`src/rtl/ser_port_router_if.sv`:
```
// ser_port_router_if
// Bundles the serial-side inputs and the lane-side outputs of ser_port_router.
//   master : drives Clk_EN / SerIn and observes the router outputs (bench side)
//   slave  : the router itself
// Signals:
//   Clk_EN        bit-rate enable
//   SerIn         serial input, idle high
//   out_data      per-lane serial data (NPORTS bits)
//   out_valid     per-lane valid, one-hot or zero
//   ser_out_valid OR of out_valid
//   port_sel      captured destination port
//   busy          router not idle
//   done          frame-complete strobe
//   parity_err    parity failure flag
interface ser_port_router_if #(
    parameter int PORT_BITS = 2
);
    localparam int NPORTS = 1 << PORT_BITS;

    logic                 Clk_EN;
    logic                 SerIn;
    logic [NPORTS-1:0]    out_data;
    logic [NPORTS-1:0]    out_valid;
    logic                 ser_out_valid;
    logic [PORT_BITS-1:0] port_sel;
    logic                 busy;
    logic                 done;
    logic                 parity_err;

    modport master (
        output Clk_EN, SerIn,
        input  out_data, out_valid, ser_out_valid, port_sel, busy, done, parity_err
    );

    modport slave (
        input  Clk_EN, SerIn,
        output out_data, out_valid, ser_out_valid, port_sel, busy, done, parity_err
    );
endinterface

```
`src/rtl/ser_port_router.sv`:
```
// ser_port_router
// Serial frame router: waits for a start bit (SerIn=0), shifts in a
// PORT_BITS destination field and a LEN_BITS length field (both MSB first),
// then steers the next L payload bits onto lane port_sel. A one-cycle DONE
// state follows; a 0 on SerIn during DONE is taken as the next start bit.
// Ports:
//   clk  system clock (rising edge)
//   rst  synchronous active-high reset
//   bus  ser_port_router_if.slave (Clk_EN, SerIn in; lane outputs and status out)
// Optional feature: define SER_PORT_ROUTER_PARITY_EN to add a PAR state that
// samples an even-parity bit covering port, length and payload bits.
module ser_port_router #(
    parameter int PORT_BITS = 2,
    parameter int LEN_BITS  = 4
) (
    input  logic                 clk,
    input  logic                 rst,
    ser_port_router_if.slave     bus
);
    localparam int NPORTS = 1 << PORT_BITS;
    localparam int MAXF   = (PORT_BITS > LEN_BITS) ? PORT_BITS : LEN_BITS;
    localparam int CNT_W  = $clog2(MAXF + 1);

    typedef enum logic [2:0] {
        S_IDLE = 3'd0,
        S_PORT = 3'd1,
        S_LEN  = 3'd2,
        S_XFER = 3'd3,
        S_PAR  = 3'd4,
        S_DONE = 3'd5
    } state_t;

    state_t               r_state;
    state_t               w_next;
    state_t               w_post_data;
    logic [PORT_BITS-1:0] r_port;
    logic [LEN_BITS-1:0]  r_len;
    logic [CNT_W-1:0]     r_bit_cnt;
    logic [LEN_BITS-1:0]  r_data_cnt;
    logic [PORT_BITS:0]   w_port_sh;
    logic [LEN_BITS:0]    w_len_sh;
    logic                 w_last_port;
    logic                 w_last_len;
    logic [NPORTS-1:0]    w_out_data;
    logic [NPORTS-1:0]    w_out_valid;

    // Shift candidates include the bit being sampled on this edge, so the
    // zero-length decision sees the complete length field.
    assign w_port_sh   = {r_port, bus.SerIn};
    assign w_len_sh    = {r_len, bus.SerIn};
    assign w_last_port = (r_bit_cnt == CNT_W'(PORT_BITS - 1));
    assign w_last_len  = (r_bit_cnt == CNT_W'(LEN_BITS - 1));

`ifdef SER_PORT_ROUTER_PARITY_EN
    assign w_post_data = S_PAR;
`else
    assign w_post_data = S_DONE;
`endif

    always_comb begin
        w_next = r_state;
        if (bus.Clk_EN) begin
            case (r_state)
                S_IDLE: if (!bus.SerIn) w_next = S_PORT;
                S_PORT: if (w_last_port) w_next = S_LEN;
                S_LEN: begin
                    if (w_last_len)
                        w_next = (w_len_sh[LEN_BITS-1:0] == '0) ? w_post_data : S_XFER;
                end
                S_XFER: if (r_data_cnt == LEN_BITS'(1)) w_next = w_post_data;
`ifdef SER_PORT_ROUTER_PARITY_EN
                S_PAR:  w_next = S_DONE;
`endif
                // A low SerIn during DONE is the next frame's start bit.
                S_DONE: w_next = bus.SerIn ? S_IDLE : S_PORT;
                default: w_next = S_IDLE;
            endcase
        end
    end

    always_ff @(posedge clk) begin
        if (rst) begin
            r_state    <= S_IDLE;
            r_port     <= '0;
            r_len      <= '0;
            r_bit_cnt  <= '0;
            r_data_cnt <= '0;
        end else begin
            r_state <= w_next;
            if (bus.Clk_EN) begin
                case (r_state)
                    S_PORT: begin
                        r_port    <= w_port_sh[PORT_BITS-1:0];
                        r_bit_cnt <= w_last_port ? '0 : r_bit_cnt + CNT_W'(1);
                    end
                    S_LEN: begin
                        r_len     <= w_len_sh[LEN_BITS-1:0];
                        r_bit_cnt <= w_last_len ? '0 : r_bit_cnt + CNT_W'(1);
                        if (w_last_len) r_data_cnt <= w_len_sh[LEN_BITS-1:0];
                    end
                    S_XFER:  r_data_cnt <= r_data_cnt - LEN_BITS'(1);
                    default: r_bit_cnt  <= '0;
                endcase
            end
        end
    end

`ifdef SER_PORT_ROUTER_PARITY_EN
    logic r_par_acc;
    logic r_par_err;

    // Accumulator runs over port, length and payload bits; the flag is
    // resolved on the PAR edge and held until the next frame starts shifting.
    always_ff @(posedge clk) begin
        if (rst) begin
            r_par_acc <= 1'b0;
            r_par_err <= 1'b0;
        end else if (bus.Clk_EN) begin
            if (w_next == S_PORT && r_state != S_PORT) begin
                r_par_acc <= 1'b0;
                r_par_err <= 1'b0;
            end else if (r_state == S_PORT || r_state == S_LEN || r_state == S_XFER) begin
                r_par_acc <= r_par_acc ^ bus.SerIn;
            end else if (r_state == S_PAR) begin
                r_par_err <= r_par_acc ^ bus.SerIn;
            end
        end
    end

    assign bus.parity_err = r_par_err;
`else
    assign bus.parity_err = 1'b0;
`endif

    // Payload steering is combinational so the lane sees SerIn in the same cycle.
    always_comb begin
        w_out_data  = '0;
        w_out_valid = '0;
        if (r_state == S_XFER) begin
            w_out_valid[r_port] = 1'b1;
            w_out_data[r_port]  = bus.SerIn;
        end
    end

    assign bus.out_data      = w_out_data;
    assign bus.out_valid     = w_out_valid;
    assign bus.ser_out_valid = |w_out_valid;
    assign bus.port_sel      = r_port;
    assign bus.busy          = (r_state != S_IDLE);
    assign bus.done          = (r_state == S_DONE);
endmodule
```
`src/flat_wrapper.sv`:
```
// flat-port wrapper written by rule: the top's interface ports become plain ports
module ser_port_router_flat 
#(
    parameter int PORT_BITS = 2,
    parameter int LEN_BITS  = 4
)
  (clk, rst, bus_Clk_EN, bus_SerIn, bus_out_data, bus_out_valid, bus_ser_out_valid, bus_port_sel, bus_busy, bus_done, bus_parity_err);
  ser_port_router_if #(.PORT_BITS(PORT_BITS)) bus_i ();
  input  logic clk;
  input  logic rst;
  input wire logic [$bits(bus_i.Clk_EN)-1:0] bus_Clk_EN;
  input wire logic [$bits(bus_i.SerIn)-1:0] bus_SerIn;
  output wire logic [$bits(bus_i.out_data)-1:0] bus_out_data;
  output wire logic [$bits(bus_i.out_valid)-1:0] bus_out_valid;
  output wire logic [$bits(bus_i.ser_out_valid)-1:0] bus_ser_out_valid;
  output wire logic [$bits(bus_i.port_sel)-1:0] bus_port_sel;
  output wire logic [$bits(bus_i.busy)-1:0] bus_busy;
  output wire logic [$bits(bus_i.done)-1:0] bus_done;
  output wire logic [$bits(bus_i.parity_err)-1:0] bus_parity_err;
  assign bus_i.Clk_EN = bus_Clk_EN;
  assign bus_i.SerIn = bus_SerIn;
  assign bus_out_data = bus_i.out_data;
  assign bus_out_valid = bus_i.out_valid;
  assign bus_ser_out_valid = bus_i.ser_out_valid;
  assign bus_port_sel = bus_i.port_sel;
  assign bus_busy = bus_i.busy;
  assign bus_done = bus_i.done;
  assign bus_parity_err = bus_i.parity_err;
  ser_port_router #(.PORT_BITS(PORT_BITS), .LEN_BITS(LEN_BITS)) u_core (.clk(clk), .rst(rst), .bus(bus_i));
endmodule
```
`config.mk`:
```
export PLATFORM = sky130hd
export DESIGN_NAME = ser_port_router_flat
export DESIGN_NICKNAME = d
export VERILOG_FILES = /design/src/rtl/ser_port_router_if.sv /design/src/rtl/ser_port_router.sv /design/src/flat_wrapper.sv
export SDC_FILE = /design/constraint.sdc
export NUM_CORES = 1
export LEC_CHECK = 0
export ABC_AREA = 1
export CAP_MARGIN = 20
export CORE_MARGIN = 10
export CORE_UTILIZATION = 45
export DETAILED_ROUTE_END_ITERATION = 8
export GPL_ROUTABILITY_DRIVEN = 0
export PLACE_DENSITY = 0.7
export SYNTH_ARGS = -nofsm -noshare
export SYNTH_HDL_FRONTEND = slang
export SYNTH_SLANG_ARGS = --single-unit
```
`constraint.sdc`:
```
create_clock -name clk -period 2.2 [get_ports clk]
set_clock_uncertainty 0.1 [all_clocks]
set_input_delay 0.44 -clock clk [delete_from_list [all_inputs] [get_ports clk]]
set_output_delay 0.44 -clock clk [all_outputs]
set_load 0.05 [all_outputs]
```
==> results.sh <==
export IMPL_h_tree_depth=1
export IMPL_status="complete, no violations"
export IMPL_drc=0
export IMPL_wl_per_cell_um=11.9
export IMPL_r2r_setup_slack_ps=640
export IMPL_yosysTopAreaCellShare_pct=29.7
export IMPL_switching_share_pct=47.2
export IMPL_synth_yosys_seq_area_share_pct=29.7
export IMPL_via_per_inst=5.10
export IMPL_dieArea_um2=4540
export IMPL_min_period_ps=2130
export IMPL_avgSynthCellArea_um2=6.51
export IMPL_synthCells=155
export IMPL_num_vias=1041
export IMPL_max_cap_violations=0
export IMPL_nets=187
export IMPL_syn_area_um2=1010
export IMPL_synth_area_leaders="dfxtp_1, nand2_1, nor2_1, nand3_1, inv_1"
export IMPL_yosysTopAreaCell="dfxtp_1"
export IMPL_p_int_w=0.000540
export IMPL_maxSlewHeadroom_pct=65.9
export IMPL_whs_path_depth=2
export IMPL_ys_warn_count=0
export IMPL_fmax_ghz=0.469
export IMPL_power_frac_seq_pct=37.6
export IMPL_root_buffer="clkbuf_4"
export IMPL_slew_violations=0
export IMPL_syn_nets=165
export IMPL_hpwl_um=1980
export IMPL_finalNonFillerCells=204
export IMPL_tritoncts="built"
export IMPL_clock_latency_ps=280
export IMPL_crit_cells=1
export IMPL_cp_num_buf_inv=1
export IMPL_worstPathCellList="clkdlybuf4s50_1"
export IMPL_drt_iter0_markers=23
export IMPL_track_usage_pct=11.7
export IMPL_crit_path_max_incr_delay_ps=850
export IMPL_p_leak_nw=0.583
export IMPL_cp_top_family="buffers and inverters"
export IMPL_detail_route_first_pass_iterations=4
export IMPL_syn2layout_area_growth_pct=41.4
export IMPL_antenna_found_initial=0
export IMPL_ys_ff_latch=15
export IMPL_die_w_um=67.4
export IMPL_crit_type="reg -> out"
export IMPL_ios=18
export IMPL_cts_sinks=15
export IMPL_drive_above_1_share_pct=26.1
export IMPL_tightest_slew_ps=510
export IMPL_crit_required_ps=1660
export IMPL_antenna_cells=0
export IMPL_finalSetupViolCount=0
export IMPL_power_total_w=0.00102
export IMPL_power_density_nw_per_um2=717
export IMPL_port_buffers=16
export IMPL_grt_pass1_vias=959
export IMPL_switching_power_w=0.000483
export IMPL_hold_path_class="reg -> reg"
export IMPL_num_rows=17
export IMPL_grt_overflow=0
export IMPL_postCtsHoldBufs=0
export IMPL_die_y_um=67.4
export IMPL_ant_nets=0
export IMPL_finalHoldViolCount=0
export IMPL_fin_crit_sh_pct=96.9
export IMPL_reg2regPathDepth=8
export IMPL_ys_types=25
export IMPL_cts_made_buffers=3
export IMPL_cp_arrival_ps=1590
export IMPL_p_comb_share_pct=46.6
export IMPL_clockBufferDepth=2
export IMPL_grt_pass1_wl_um=4320
export IMPL_setup_ws_ps=68.5
export IMPL_crit_slowest_cell="clkdlybuf4s50_1"
export IMPL_grt_max_degree=12
export IMPL_core_area_um2=2170
export IMPL_crit_fanout=6
export IMPL_clk_pin_slew_ps=100
export IMPL_wl_um=2420
export IMPL_vdd_ir_drop_worst_uv=666
export IMPL_critPathLaunchType="flop"
export IMPL_pwr_share_clk_pct=15.7
export IMPL_grt_setup_unrepaired="false"
export IMPL_initial_core_util_pct=46.5
export IMPL_fillers=199
export IMPL_end_kind="output pin"
export IMPL_pre_cts_slack_ps=23.2
export IMPL_place_inst=198
through the flow:
| step | utilization (%) | setup TNS (ps) | hold WS [ps] | instance area [µm²] |
|---|---|---|---|---|
| after floorplan | - | -328 | 347 | 1110 |
| after global placement | 62.7 | 0 | 367 | 1360 |
| after detailed placement | 62.7 | 0 | 373 | 1360 |
| after CTS | 64.0 | 0 | 390 | 1390 |
| after global routing | 65.8 | 0 | 418 | 1430 |
| final | 65.8 | 0 | 390 | 1430 |
routing by layer:
| metal | share of wire [%] | up-vias | track usage (%) |
|---|---|---|---|
| met2 | 49 | 23 | 20.1 |
| li1 | - | 537 | - |
| met4 | 0.50 | 0 | 3.85 |
| met5 | 0 | - | 0 |
| met1 | 44 | 479 | 13.8 |
| met3 | 6.4 | 2 | 2.98 |
cell type report:
class | instances | area, µm² | share of cell area, %
clock buffers | 3 | 22.5 | 1.58
clock inverters | 1 | 5.00 | 0.351
inverters | 23 | 92.6 | 6.49
flip-flops and latches | 15 | 308 | 21.6
multi-input cells | 113 | 679 | 47.6
repair buffers | 21 | 285 | 20.0
well taps | 28 | 35.0 | 2.45
cell usage in the layout (no fill, tap or decap):
master / n
nand2_1: 26
nor2_1: 24
inv_1: 20
nand3_1: 16
dfxtp_1: 11
o21ai_0: 10
a21oi_1: 9
buf_12: 9
buf_4: 7
ha_1: 6
nor4_4: 4
clkdlybuf4s50_1: 4
nor3_2: 3
nand2_2: 3
clkbuf_4: 3
dfxtp_2: 3
nand2_4: 2
nor2_4: 1
inv_4: 1
nor3_4: 1
clkinvlp_4: 1
inv_2: 1
nor2_2: 1
nand3_2: 1
or2_2: 1
o21ai_2: 1
a21oi_2: 1
nand3b_1: 1
nand4_1: 1
conb_1: 1
clkinv_2: 1
dlymetal6s2s_1: 1
dfxtp_4: 1
worst register-to-register path: cells and delay by family (launching register included):
| kind | cells | cell delay [ps] |
|---|---|---|
| adders and majority gates | 2 | 420 |
| DFF | 1 | 340 |
| and+or+nand+nor | 3 | 320 |
| AOI/OAI and AO/OA | 1 | 150 |
| buffers and inverters | 2 | 140 |
state kept, by name, summed over array words and instances (netlist names):
name	count
u_core.r_state	3
u_core.r_data_cnt	4
u_core.r_len	3
u_core.r_bit_cnt	3
u_core.bus.port_sel	2
worst paths after layout:
kind / start / endpoint
setup / recovery: u_core.bus.port_sel[1] / bus_port_sel[1]
hold / removal: u_core.r_data_cnt[1] / u_core.r_data_cnt[1]
setup reg to reg: u_core.r_bit_cnt[0] / u_core.r_data_cnt[2]
hold reg to reg: u_core.r_data_cnt[1] / u_core.r_data_cnt[1]
cells in the mapped netlist (all sizes together):
cell type and n:
nor3 4, inv 23, nand3b 1, nand4 1, nor2 26, o21ai 11, dfxtp 15, conb 1
ha 6, buf 4, nand2 31, a21oi 10, nor4 4, nand3 17, or2 1
logic make-up (layout without fill, tap and decap cells):
logic type               count (synthesis)  count (layout)  synth area share (%)
AND/OR/NAND/NOR                         85              85                  39.3
buffers and inverters                   27              48                  12.0
AO/OA/AOI/OAI                           21              21                  11.2
flip-flops                              15              15                  29.7
adder cells (fa/ha/maj)                  6               6                  7.43
other                                    1               1                 0.371
repair_timing:
action,4_1_cts,5_1_grt
gates resized for setup,0,5
setup buffers,0,2
endpoints found under the setup margin,0,3
power groups by stage:
stage	Clock [W]	Sequential (W)	Combinational (W)
6_report	0.000161	0.000385	0.000477
5_1_grt	0.000181	0.000394	0.000532
4_1_cts	0.000168	0.000384	0.000473
3_5_place_dp	0	0.000390	0.000471
3_3_place_gp	0	0.000388	0.000464
2_1_floorplan	0	0.000385	0.000371
(Power assumes the default switching activity.)
